## src/rtl/spi_flash_master.sv

```systemverilog
// SPI flash master on the rcpu IO bus: a DATA write shifts one byte out and one byte in (mode 0, MSB first).
// Latency: a transfer takes 16*CLK_DIV cycles from the accepting edge; register reads are combinational.
// Backpressure: none; a DATA write or CS change while busy is dropped and latched into ovr.
module spi_flash_master #(
  parameter int unsigned CLK_DIV  = 4,
  parameter int unsigned DATA_BIT = 9,
  parameter int unsigned STAT_BIT = 10
) (
  input  logic        clk,
  input  logic        reset,
  input  logic [0:15] io_address,
  input  logic        io_write_enable,
  input  logic        io_read_enable,
  input  logic [0:15] io_write_data,
  output logic [0:15] io_read_data,
  output logic        spi_sck,
  output logic        spi_mosi,
  input  logic        spi_miso,
  output logic        spi_cs_n
);

  typedef enum logic [1:0] {
    ST_IDLE,
    ST_LO,
    ST_HI
  } state_t;

  localparam logic [7:0] DIV_LAST = 8'(CLK_DIV - 1);

  state_t     state_q, state_d;
  logic [7:0] div_q, div_d;
  logic [2:0] bitcnt_q, bitcnt_d;
  logic [7:0] tx_shift_q, tx_shift_d;
  logic [7:0] rx_shift_q, rx_shift_d;
  logic [7:0] rx_byte_q, rx_byte_d;
  logic       sck_q, sck_d;
  logic       mosi_q, mosi_d;
  logic       cs_n_q, cs_n_d;
  logic       ovr_q, ovr_d;

  logic       busy;
  logic       wr_data;
  logic       wr_stat;

  // The read strobe and upper write byte carry no information for this peripheral.
  logic       unused_inputs;
  assign unused_inputs = ^{io_read_enable, io_write_data[0:7]};

  assign busy    = (state_q != ST_IDLE);
  assign wr_data = io_write_enable & io_address[DATA_BIT];
  assign wr_stat = io_write_enable & io_address[STAT_BIT];

  assign spi_sck  = sck_q;
  assign spi_mosi = mosi_q;
  assign spi_cs_n = cs_n_q;

  // Register read mux; with both selects set the two registers are ORed.
  always_comb begin
    io_read_data = '0;
    if (io_address[DATA_BIT]) begin
      io_read_data[8:15] = rx_byte_q;
    end
    if (io_address[STAT_BIT]) begin
      io_read_data = io_read_data | {13'd0, ovr_q, busy, cs_n_q};
    end
  end

  // STATUS write is applied first, then the DATA start; the SCK sequencer runs after that.
  always_comb begin
    state_d    = state_q;
    div_d      = div_q;
    bitcnt_d   = bitcnt_q;
    tx_shift_d = tx_shift_q;
    rx_shift_d = rx_shift_q;
    rx_byte_d  = rx_byte_q;
    sck_d      = sck_q;
    mosi_d     = mosi_q;
    cs_n_d     = cs_n_q;
    ovr_d      = ovr_q;

    if (wr_stat) begin
      if (io_write_data[14]) begin
        ovr_d = 1'b0;
      end
      if (!busy) begin
        cs_n_d = io_write_data[15];
      end else if (io_write_data[15] != cs_n_q) begin
        // Moving CS under a live transfer would corrupt the flash command.
        ovr_d = 1'b1;
      end
    end
    if (wr_data && busy) begin
      ovr_d = 1'b1;
    end

    case (state_q)
      ST_IDLE: begin
        if (wr_data) begin
          tx_shift_d = io_write_data[8:15];
          mosi_d     = io_write_data[8];
          div_d      = '0;
          bitcnt_d   = '0;
          state_d    = ST_LO;
        end
      end
      ST_LO: begin
        if (div_q == DIV_LAST) begin
          sck_d      = 1'b1;
          rx_shift_d = {rx_shift_q[6:0], spi_miso};
          div_d      = '0;
          state_d    = ST_HI;
        end else begin
          div_d = div_q + 8'd1;
        end
      end
      ST_HI: begin
        if (div_q == DIV_LAST) begin
          sck_d = 1'b0;
          div_d = '0;
          if (bitcnt_q == 3'd7) begin
            rx_byte_d = rx_shift_q;
            state_d   = ST_IDLE;
          end else begin
            bitcnt_d   = bitcnt_q + 3'd1;
            tx_shift_d = {tx_shift_q[6:0], 1'b0};
            mosi_d     = tx_shift_q[6];
            state_d    = ST_LO;
          end
        end else begin
          div_d = div_q + 8'd1;
        end
      end
      default: begin
        state_d = ST_IDLE;
      end
    endcase
  end

  // State register; reset aborts any transfer on the same edge.
  always_ff @(posedge clk) begin
    if (reset) begin
      state_q    <= ST_IDLE;
      div_q      <= '0;
      bitcnt_q   <= '0;
      tx_shift_q <= '0;
      rx_shift_q <= '0;
      rx_byte_q  <= '0;
      sck_q      <= 1'b0;
      mosi_q     <= 1'b0;
      cs_n_q     <= 1'b1;
      ovr_q      <= 1'b0;
    end else begin
      state_q    <= state_d;
      div_q      <= div_d;
      bitcnt_q   <= bitcnt_d;
      tx_shift_q <= tx_shift_d;
      rx_shift_q <= rx_shift_d;
      rx_byte_q  <= rx_byte_d;
      sck_q      <= sck_d;
      mosi_q     <= mosi_d;
      cs_n_q     <= cs_n_d;
      ovr_q      <= ovr_d;
    end
  end

endmodule

```

## config.mk

```make
export PLATFORM = sky130hd
export DESIGN_NAME = spi_flash_master
export DESIGN_NICKNAME = d
export VERILOG_FILES = /design/src/rtl/spi_flash_master.sv
export SDC_FILE = /design/constraint.sdc
export NUM_CORES = 1
export LEC_CHECK = 0
export CELL_PAD_IN_SITES_DETAIL_PLACEMENT = 0
export CELL_PAD_IN_SITES_GLOBAL_PLACEMENT = 1
export CORE_MARGIN = 2
export CORE_UTILIZATION = 37
export CTS_BUF_LIST = sky130_fd_sc_hd__clkbuf_2 sky130_fd_sc_hd__clkbuf_4 sky130_fd_sc_hd__clkbuf_8
export DETAILED_ROUTE_END_ITERATION = 8
export PLACE_DENSITY = 0.93
export SYNTH_ARGS = -nofsm -noshare
export SYNTH_HDL_FRONTEND = slang
export SYNTH_SLANG_ARGS = --single-unit
```

## constraint.sdc

```tcl
create_clock -name clk -period 2.27 [get_ports clk]
set_input_delay 0.454 -clock clk [delete_from_list [all_inputs] [get_ports clk]]
set_output_delay 0.454 -clock clk [all_outputs]
set_load 0.005 [all_outputs]
```

# Yosys cells after proc, flatten, opt, wreduce, memory -nomap -nowiden
# Index checks and enable logic that the tools add are counted.
[totals]
regBits = 40
in_bits = 37
out_inout_bits = 19
word_cells = 70
[classes]
add_sub_neg = 2
eq_ne = 9
mux = 30
bitwise_logic = 4
n_reduce_logical = 15
[ops]
columns = ["operator", "n"]
rows = [
  ["8-bit two-way mux", 4],
  ["7-bit two-way mux", 3],
  ["8-bit one-hot mux with 2 select lines", 1],
  ["7-bit one-hot mux with 2 select lines", 1],
  ["1-bit two-way mux", 11],
  ["2-bit nonzero test", 5],
  ["3-bit two-way mux", 3],
  ["3-bit AND reduction", 3],
  ["8-bit by 1-bit adder with 8-bit output (second input constant)", 1],
  ["8-bit by 2-bit == test with 1-bit output (second input constant)", 1],
  ["2-bit inequality test (second input constant)", 4],
  ["8-bit by 3-bit OR with 8-bit output", 1],
  ["2-bit two-way mux", 3],
  ["2-bit one-hot mux with 3 select lines", 1],
  ["3-bit one-hot mux with 2 select lines", 1],
  ["2-bit AND reduction", 3],
  ["1-bit one-hot mux with 2 select lines", 2],
  ["4-bit AND reduction", 1],
  ["3-bit by 1-bit adder with 3-bit output (second input constant)", 1],
  ["3-bit == test (second input constant)", 1],
  ["1-bit AND", 2],
  ["2-bit by 1-bit == test with 1-bit output (second input constant)", 1],
  ["2-bit == test (second input constant)", 1],
  ["2-bit zero test", 1],
  ["4 further kinds", 4],
]

# Longest topological paths before layout
# Gate-level depths: netlist (run 1).
[logic_depth]
word_depth = 5
depth_mapped = 7

# Worst setup path after synthesis (run 1)
# No wires, ideal clock.
[synth_timing]
kind = "reg-to-reg"
start = "register div_q[0]"
end = "register tx_shift_q[0]"
setup_time_ns = 0.134
t_arrival_ns = 1.747
required_ns = 2.136
setup_slack_ns = 0.388
path_stages_with_launch = 7
path_buffers = 1
path_cell_list = "dfxtp_1 ha_1 or4b_4 o32ai_4 and2_1 buf_6 o32ai_1"
[synth_between]
elab_chain_len = 3
[synth_lines]
columns = ["element", "line_no", "text"]
rows = [
  ["start: declaration", "31", "logic [7:0] div_q, div_d;"],
  ["start signal: assignment", "154", "div_q <= div_d;"],
  ["8-bit by 2-bit == test with 1-bit output", "117", "if (div_q == DIV_LAST) begin"],
  ["2-bit inequality test (no line)", "-", ""],
  ["4-bit AND reduction (no line)", "-", ""],
  ["end signal: assignment", "156", "tx_shift_q <= tx_shift_d;"],
  ["end: declaration", "33", "logic [7:0] tx_shift_q, tx_shift_d;"],
]
# No other way between the ends.
# A chain may end at the register's enable or synchronous reset.

# Worst setup path after layout (run 1)
[layout_timing]
start = "input io_address[10] in the netlist's numbering"
end = "output io_read_data[15] in the netlist's numbering"
[layout_between]
elab_chain_len = 1
[layout_lines]
columns = ["element", "line_no", "text"]
rows = [
  ["start: declaration", "11", "input logic [0:15] io_address,"],
  ["8-bit two-way mux", "63", "if (io_address[STAT_BIT]) begin"],
  ["end: declaration", "15", "output logic [0:15] io_read_data,"],
]
# No other way between the ends.

==> results of run 1 <==
state kept, by name, indices dropped and copies added (netlist names):
signal      count
bitcnt_q        3
div_q           8
ovr_q           1
rx_byte_q       8
rx_shift_q      8
spi_cs_n        1
spi_mosi        1
spi_sck         1
state_q         2
tx_shift_q      7
critical path, cell delays in order:
cell and delay (ps):
clkdlybuf4s50_1 470, buf_4 130, a22o_1 130, clkdlybuf4s50_1 510
cell usage in the layout (no fill, tap or decap), drive strengths merged, types with 3 or more instances in the layout:
master and instances:
dfxtp 40, nor2 28, mux2i 24, clkdlybuf4s50 23, buf 12, a21oi 12, ha 8, conb 8
a211oi 7, and2 6, xnor2 6, inv 5, nand2 5, clkbuf 5, o21ai 5, nand3 5
a22o 4, nor3 3, nand2b 3
power by group:
| part | leakage (nW) | internal [mW] | switching [mW] |
|---|---|---|---|
| combinational | 0.644 | 0.287 | 0.326 |
| sequential | 0.325 | 0.799 | 0.0586 |
| clock | 0.0400 | 0.208 | 0.245 |
repair_timing:
item | 4_1_cts | 5_1_grt
pin swaps | 0 | 0
gates cloned | 0 | 0
endpoints found under the hold margin | 0 | 0
resized for setup | 1 | 2
endpoints found under the setup margin | 3 | 1
through the flow:
stage,total power [mW],util [%],cell area [um^2]
after detailed placement,1.48,45.0,2300
after floorplan,1.30,-,1980
after CTS,1.93,46.5,2380
after global placement,1.46,45.0,2300
final,1.92,46.6,2380
after global routing,2.04,46.6,2380
cell type report:
class	count	area [um^2]
Clock inverter	2	12.5
Clock buffer	5	68.8
Fill cell	509	2730
Multi-Input combinational cell	148	1060
Tap cell	70	87.6
Inverter	5	18.8
Timing Repair Buffer	36	329
Sequential cell	40	802
kinds of logic (layout without fill, tap and decap cells):
group / count (synthesis) / count (layout) / synth area share [%]
XOR/XNOR: 8 / 8 / 3.59
AND/OR/NAND/NOR: 61 / 61 / 16.8
flip-flops: 40 / 40 / 41.0
AO/OA/AOI/OAI: 38 / 38 / 14.3
other: 1 / 8 / 0.192
adder cells (fa/ha/maj): 8 / 8 / 5.12
buffers and inverters: 22 / 48 / 6.15
multiplexers: 25 / 25 / 12.9
routing by layer:
metal / part of all wire [%] / GRT usage (%) / vias up
met2: 44 / 20.8 / 29
li1: - / - / 766
met1: 51 / 18.6 / 719
met3: 3.6 / 2.82 / 5
met5: 0 / 0 / -
met4: 1.4 / 5.45 / 0
worst max path at each step:
stage | start | endpoint | cells after the start | slack (ps)
2_1_floorplan | div_q[0] | tx_shift_q[0] | 6 | 390
3_3_place_gp | io_address[9] | io_read_data[13] | 3 | -20
3_5_place_dp | io_address[9] | bitcnt_q[0] | 6 | -40
4_1_cts | state_q[0] | io_read_data[14] | 4 | 30
5_1_grt | state_q[1] | io_read_data[14] | 4 | 30
6_report | io_address[10] | io_read_data[15] | 4 | 110
==> tab_implementation.tex, run 1 <==
\begin{tabular}{lr}
\hline
Metric & Value \\
\hline
\multicolumn{2}{l}{\textbf{Run status}} \\
Result of the run & completed \\
\multicolumn{2}{l}{\textbf{STA}} \\
Worst Hold Margin & 481 ps \\
Worst Setup Slack, final & 115 ps \\
Final-report max-slew violation count & 0 \\
Worst clock skew & 6.55 ps \\
Final hold vios & 0 \\
Final sum of negative setup slack & 0 ps \\
Final clock period utilization by the worst path & 95.0\% \\
Worst max-slew margin expressed relative to the limit & 67.1\% \\
Worst-margin pin slew & 489 ps \\
Maximum clock frequency & 464 MHz \\
Unrepaired setup endpoints after global routing & no \\
Final critical-path required period & 2160 ps \\
Final setup violation count & 0 \\
\multicolumn{2}{l}{\textbf{Setup path}} \\
Worst reg2reg path endpoint & tx\_shift\_q[5] \\
Startpoint Class & input port \\
Sort of element at the end of the critical path & primary output \\
CP Max Fanout & 4 \\
Slack of the worst reg-to-reg path & 270 ps \\
Worst path arrival time & 1700 ps \\
Start-to-end type of the worst setup path & input port to primary output \\
Depth of the most critical reg-to-reg path & 5 \\
Required time of the critical path & 1820 ps \\
Reg2Reg Launch Point & div\_q[0] \\
\multicolumn{2}{l}{\textbf{Drt}} \\
Detailed-route vias per instance & 4.96 \\
DRT antenna net count & 0 \\
Initial DRT Pass Iterations & 4 \\
Post-detailed-route DRC marker count & 0 \\
Routed length per instance & 12.6 um \\
Vias & 1,519 \\
Final wirelength & 3.87 mm \\
Initial DRC count & 103 \\
\multicolumn{2}{l}{\textbf{Global route}} \\
Congestion Overflow GR & 0 \\
Total GRT Usage & 13.6\% \\
Via count of the first global-routing pass & 1,435 \\
Pin count of the biggest net entering global routing & 27 \\
Wire length of the first global-routing pass & 6.56 mm \\
Antenna violations before repair & 0 \\
\multicolumn{2}{l}{\textbf{Logic synthesis}} \\
Distinct cells, synth & 46 \\
Synth Flop Type & dfxtp\_1 \\
Count of flip-flops with a built-in enable after synthesis & 0 \\
Dominant cell by count in the synthesized netlist & dfxtp\_1 \\
Syn\_area\_per\_cell & 9.63 um\^{}2 \\
Synth area leaders & dfxtp\_1, mux2i\_1, nor2\_1, ha\_1, buf\_4 \\
Share of synthesized registers carrying an async set or reset & 0\% \\
Post-synth design cell area & 1950 um\^{}2 \\
Synthesis warning total & 0 \\
Proportion of netlist area held by the largest area contributor & 41.0\% \\
Most frequent cells after synthesis & dfxtp\_1, nor2\_1, mux2i\_1, a21oi\_1 \\
Number of flip-flops and latches in the synthesized netlist & 40 \\
Synth Instances & 203 \\
Sequential cell area fraction in the yosys report & 41.0\% \\
Library cell occupying the most area in the post-synthesis netlist & dfxtp\_1 \\
\multicolumn{2}{l}{\textbf{Placed design}} \\
Final Wtd Congestion & 0.777 \\
Setup slack at placement & -35.3 ps \\
Input/output buffers & 24 \\
Number of placed instances with taps included & 299 \\
HPWL reported at the end of detailed placement & 2.78 mm \\
\multicolumn{2}{l}{\textbf{Layout}} \\
Final std cells w/o fill & 306 \\
Fraction of final layout cells sized beyond drive strength 1 & 13.6\% \\
Nets@finish & 281 \\
Count of inserted antenna diode cells & 0 \\
Area Overhead vs Synth & 21.7\% \\
\multicolumn{2}{l}{\textbf{Clock tree}} \\
Total of hold buffers inserted after clock tree synthesis & 0 \\
Clock buffer depth & 2 \\
H-tree levels & 2 \\
Number of CTS-inserted buffers & 5 \\
Worst-path clk slew & 70 ps \\
Clock net sink count & 40 \\
Clock insertion delay at the later pin of the skew report & 290 ps \\
CTS tree & yes \\
Root buf cell & clkbuf\_8 \\
Setup bufs post-CTS & 0 \\
\multicolumn{2}{l}{\textbf{Worst hold path}} \\
Worst Hold Launch & tx\_shift\_q[0] \\
Hold worst-path end & tx\_shift\_q[0] \\
Instance count along the most critical hold path & 2 \\
Class of the tightest hold or removal check & flop to flop \\
\multicolumn{2}{l}{\textbf{Floorplanning}} \\
Top Ports & 56 \\
Starting density of the core & 38.3\% \\
Row count & 26 \\
Die boundary height & 76.7 um \\
X dimension of the die & 76.7 um \\
Placeable core region & 5110 um\^{}2 \\
Area of the die & 5880 um\^{}2 \\
\multicolumn{2}{l}{\textbf{Power}} \\
Pwr per Cell Area & 809 nW/um\^{}2 \\
Leakage & 1.01 nW \\
Worst vdd ir & 379 uV \\
\multicolumn{2}{l}{\textbf{Job}} \\
Maximum Capacitance Violations & 0 \\
\hline
\end{tabular}
No activity file was read; power rests on OpenSTA's default activity.
==> run 2: changes to the inputs <==
ABC_CLOCK_PERIOD_IN_PS = 2270   (was default)
SETUP_SLACK_MARGIN = 0.5   (was default)
==> run 2 against run 1 <==
Effect of this change: sequential share of layout area is 1.7 points lower; worst hold slack worse by 19 ps; combinational power is 20% higher; register-to-register slack better by 140 ps; die area stayed put; sequential power is 2% higher; critical path depth is 2 higher; fmax is 16% higher; power is 14% higher; first-iteration DRC count is 46% lower; core utilization is 2.7 points higher; flip-flop and latch count stayed put.
==> tab_implementation.tex, run 2 (synthesis results as in run 1) <==
\begin{tabular}{lr}
\hline
Metric & Value \\
\hline
\multicolumn{2}{l}{\textbf{Placed design}} \\
Input/output buffers & 24 \\
Final Wtd Congestion & 0.775 \\
HPWL reported at the end of detailed placement & 2.73 mm \\
Dpl cell area & 2300 um\^{}2 \\
\multicolumn{2}{l}{\textbf{Clock tree}} \\
Number of CTS-inserted buffers & 5 \\
Clock insertion delay at the later pin of the skew report & 300 ps \\
H-tree levels & 2 \\
Clock buffer depth & 2 \\
Worst-path clk slew & 80 ps \\
Root buf cell & clkbuf\_8 \\
CTS tree & yes \\
Clock net sink count & 40 \\
\multicolumn{2}{l}{\textbf{Drt}} \\
Routed length per instance & 13.1 um \\
Initial DRC count & 56 \\
Final wirelength & 4.09 mm \\
Initial DRT Pass Iterations & 4 \\
Detailed-route vias per instance & 4.95 \\
Vias & 1,538 \\
DRT antenna net count & 0 \\
Post-detailed-route DRC marker count & 0 \\
\multicolumn{2}{l}{\textbf{Setup path}} \\
Worst path arrival time & 2040 ps \\
Start-to-end type of the worst setup path & flop to flop \\
Maximum cell stage delay along the critical path & 470 ps \\
Required time of the critical path & 2460 ps \\
Startpoint Class & flop \\
Sort of element at the end of the critical path & flop \\
Master of the slowest instance on the critical path & or4b\_4 \\
CP Max Fanout & 8 \\
Critical-path cell list & ha\_4, or4b\_4, o32ai\_4, buf\_4, and2\_4, o32ai\_1 \\
\multicolumn{2}{l}{\textbf{Global route}} \\
Antenna violations before repair & 0 \\
Via count of the first global-routing pass & 1,438 \\
Wire length of the first global-routing pass & 6.90 mm \\
Pin count of the biggest net entering global routing & 24 \\
Congestion Overflow GR & 0 \\
Total GRT Usage & 14.7\% \\
\multicolumn{2}{l}{\textbf{STA}} \\
Final-report max-slew violation count & 0 \\
Final setup violation count & 0 \\
Final sum of negative setup slack & 0 ps \\
Unrepaired setup endpoints after global routing & yes \\
Final critical-path required period & 1860 ps \\
Maximum clock frequency & 539 MHz \\
Final clock period utilization by the worst path & 81.8\% \\
Final hold vios & 0 \\
Worst clock skew & 9.18 ps \\
Worst Hold Margin & 462 ps \\
\multicolumn{2}{l}{\textbf{Layout}} \\
Area Overhead vs Synth & 28.7\% \\
Most common library cell in the layout ignoring fill and taps & dfxtp\_1 \\
Top Registers & div\_q: 8 flops, rx\_byte\_q: 8 flops, rx\_shift\_q: 8 flops \\
Commonest non-fill, non-tap cells in the layout & dfxtp\_1, nor2\_1, mux2i\_1, clkdlybuf4s50\_1, buf\_4 \\
Fraction of final layout cells sized beyond drive strength 1 & 22.8\% \\
Count of inserted antenna diode cells & 0 \\
Final design instance area without fill & 2510 um\^{}2 \\
Fill cell instance count of the final layout & 497 \\
Nets@finish & 285 \\
\multicolumn{2}{l}{\textbf{Power}} \\
Pwr per Cell Area & 875 nW/um\^{}2 \\
Leakage & 1.10 nW \\
Worst vdd ir & 450 uV \\
\multicolumn{2}{l}{\textbf{Floorplanning}} \\
Starting density of the core & 38.3\% \\
Die boundary height & 76.7 um \\
X dimension of the die & 76.7 um \\
Top Ports & 56 \\
Area of the die & 5880 um\^{}2 \\
Placeable core region & 5110 um\^{}2 \\
Row count & 26 \\
\multicolumn{2}{l}{\textbf{Run status}} \\
Result of the run & completed \\
\multicolumn{2}{l}{\textbf{Worst hold path}} \\
Class of the tightest hold or removal check & flop to flop \\
\multicolumn{2}{l}{\textbf{Job}} \\
Maximum Capacitance Violations & 0 \\
\hline
\end{tabular}
==> run 2: cell count changes in the layout (fill, tap and decap cells not counted), sizes merged <==
cell,previous run,this run
clkdlybuf4s50,23,14
buf,12,17
dlygate4sd2,1,6
clkdlybuf4s15,0,2
bufinv,0,1
clkinv,1,0
dlymetal6s2s,0,1
inv,5,6
==> run 2: stage by stage <==
step / setup WS [ps] / power, mW / util (%) / instances
after floorplan: 497 / 1.31 / - / 210
after global placement: 36.2 / 1.47 / 45.0 / 297
after detailed placement: 36.1 / 1.48 / 45.0 / 297
after CTS: 407 / 2.14 / 48.3 / 309
after global routing: 355 / 2.34 / 49.2 / 311
final: 414 / 2.20 / 49.2 / 311
==> run 2: repair_timing <==
action / 4_1_cts / 5_1_grt
hold endpoints to repair: 0 / 0
pin swaps: 17 / 2
cloned: 1 / 0
endpoints found under the setup margin: 19 / 34
resized for setup: 27 / 10
hold buffers: 0 / 0
buffers inserted: 3 / 2
==> run 2: path summary, 6_finish.rpt <==
kind,cells after the start,start,end,slack (ps)
setup / recovery,6,div_q[0],tx_shift_q[0],410
hold / removal,2,ovr_q,ovr_q,460
hold reg to reg,2,ovr_q,ovr_q,460
setup reg to reg,6,div_q[0],tx_shift_q[0],410
==> run 2: report_power, final <==
part           switching, mW  total [mW]  internal [mW]
Combinational          0.381       0.737          0.356
Clock                  0.261       0.592          0.331
Sequential            0.0689       0.872          0.803
==> run 2: layer usage <==
metal  GRT usage (%)  vias to the layer above  part of all wire (%)
li1                -                      775                     -
met1            19.1                      725                    46
met2            23.4                       33                    48
met3            3.76                        5                   4.5
met4            5.45                        0                   1.5
met5               0                        -                     0
==> run 2: final cells by class <==
class	count	area (um^2)	share of cell area (%)
clock buffers	5	68.8	2.74
clock inverters	3	46.3	1.84
inverters	5	18.8	0.746
multi-input cells	148	1130	44.8
flip-flops and latches	40	806	32.0
well taps	70	87.6	3.48
repair buffers	40	362	14.4
==> run 2: worst max-delay path, delay by kind of cell (launching register included) <==
| kind | cells | cell delay [ps] |
|---|---|---|
| AOI/OAI and AO/OA | 2 | 420 |
| adders and majority gates | 1 | 130 |
| buffers and inverters | 1 | 170 |
| DFF | 1 | 360 |
| and+or+nand+nor | 2 | 660 |
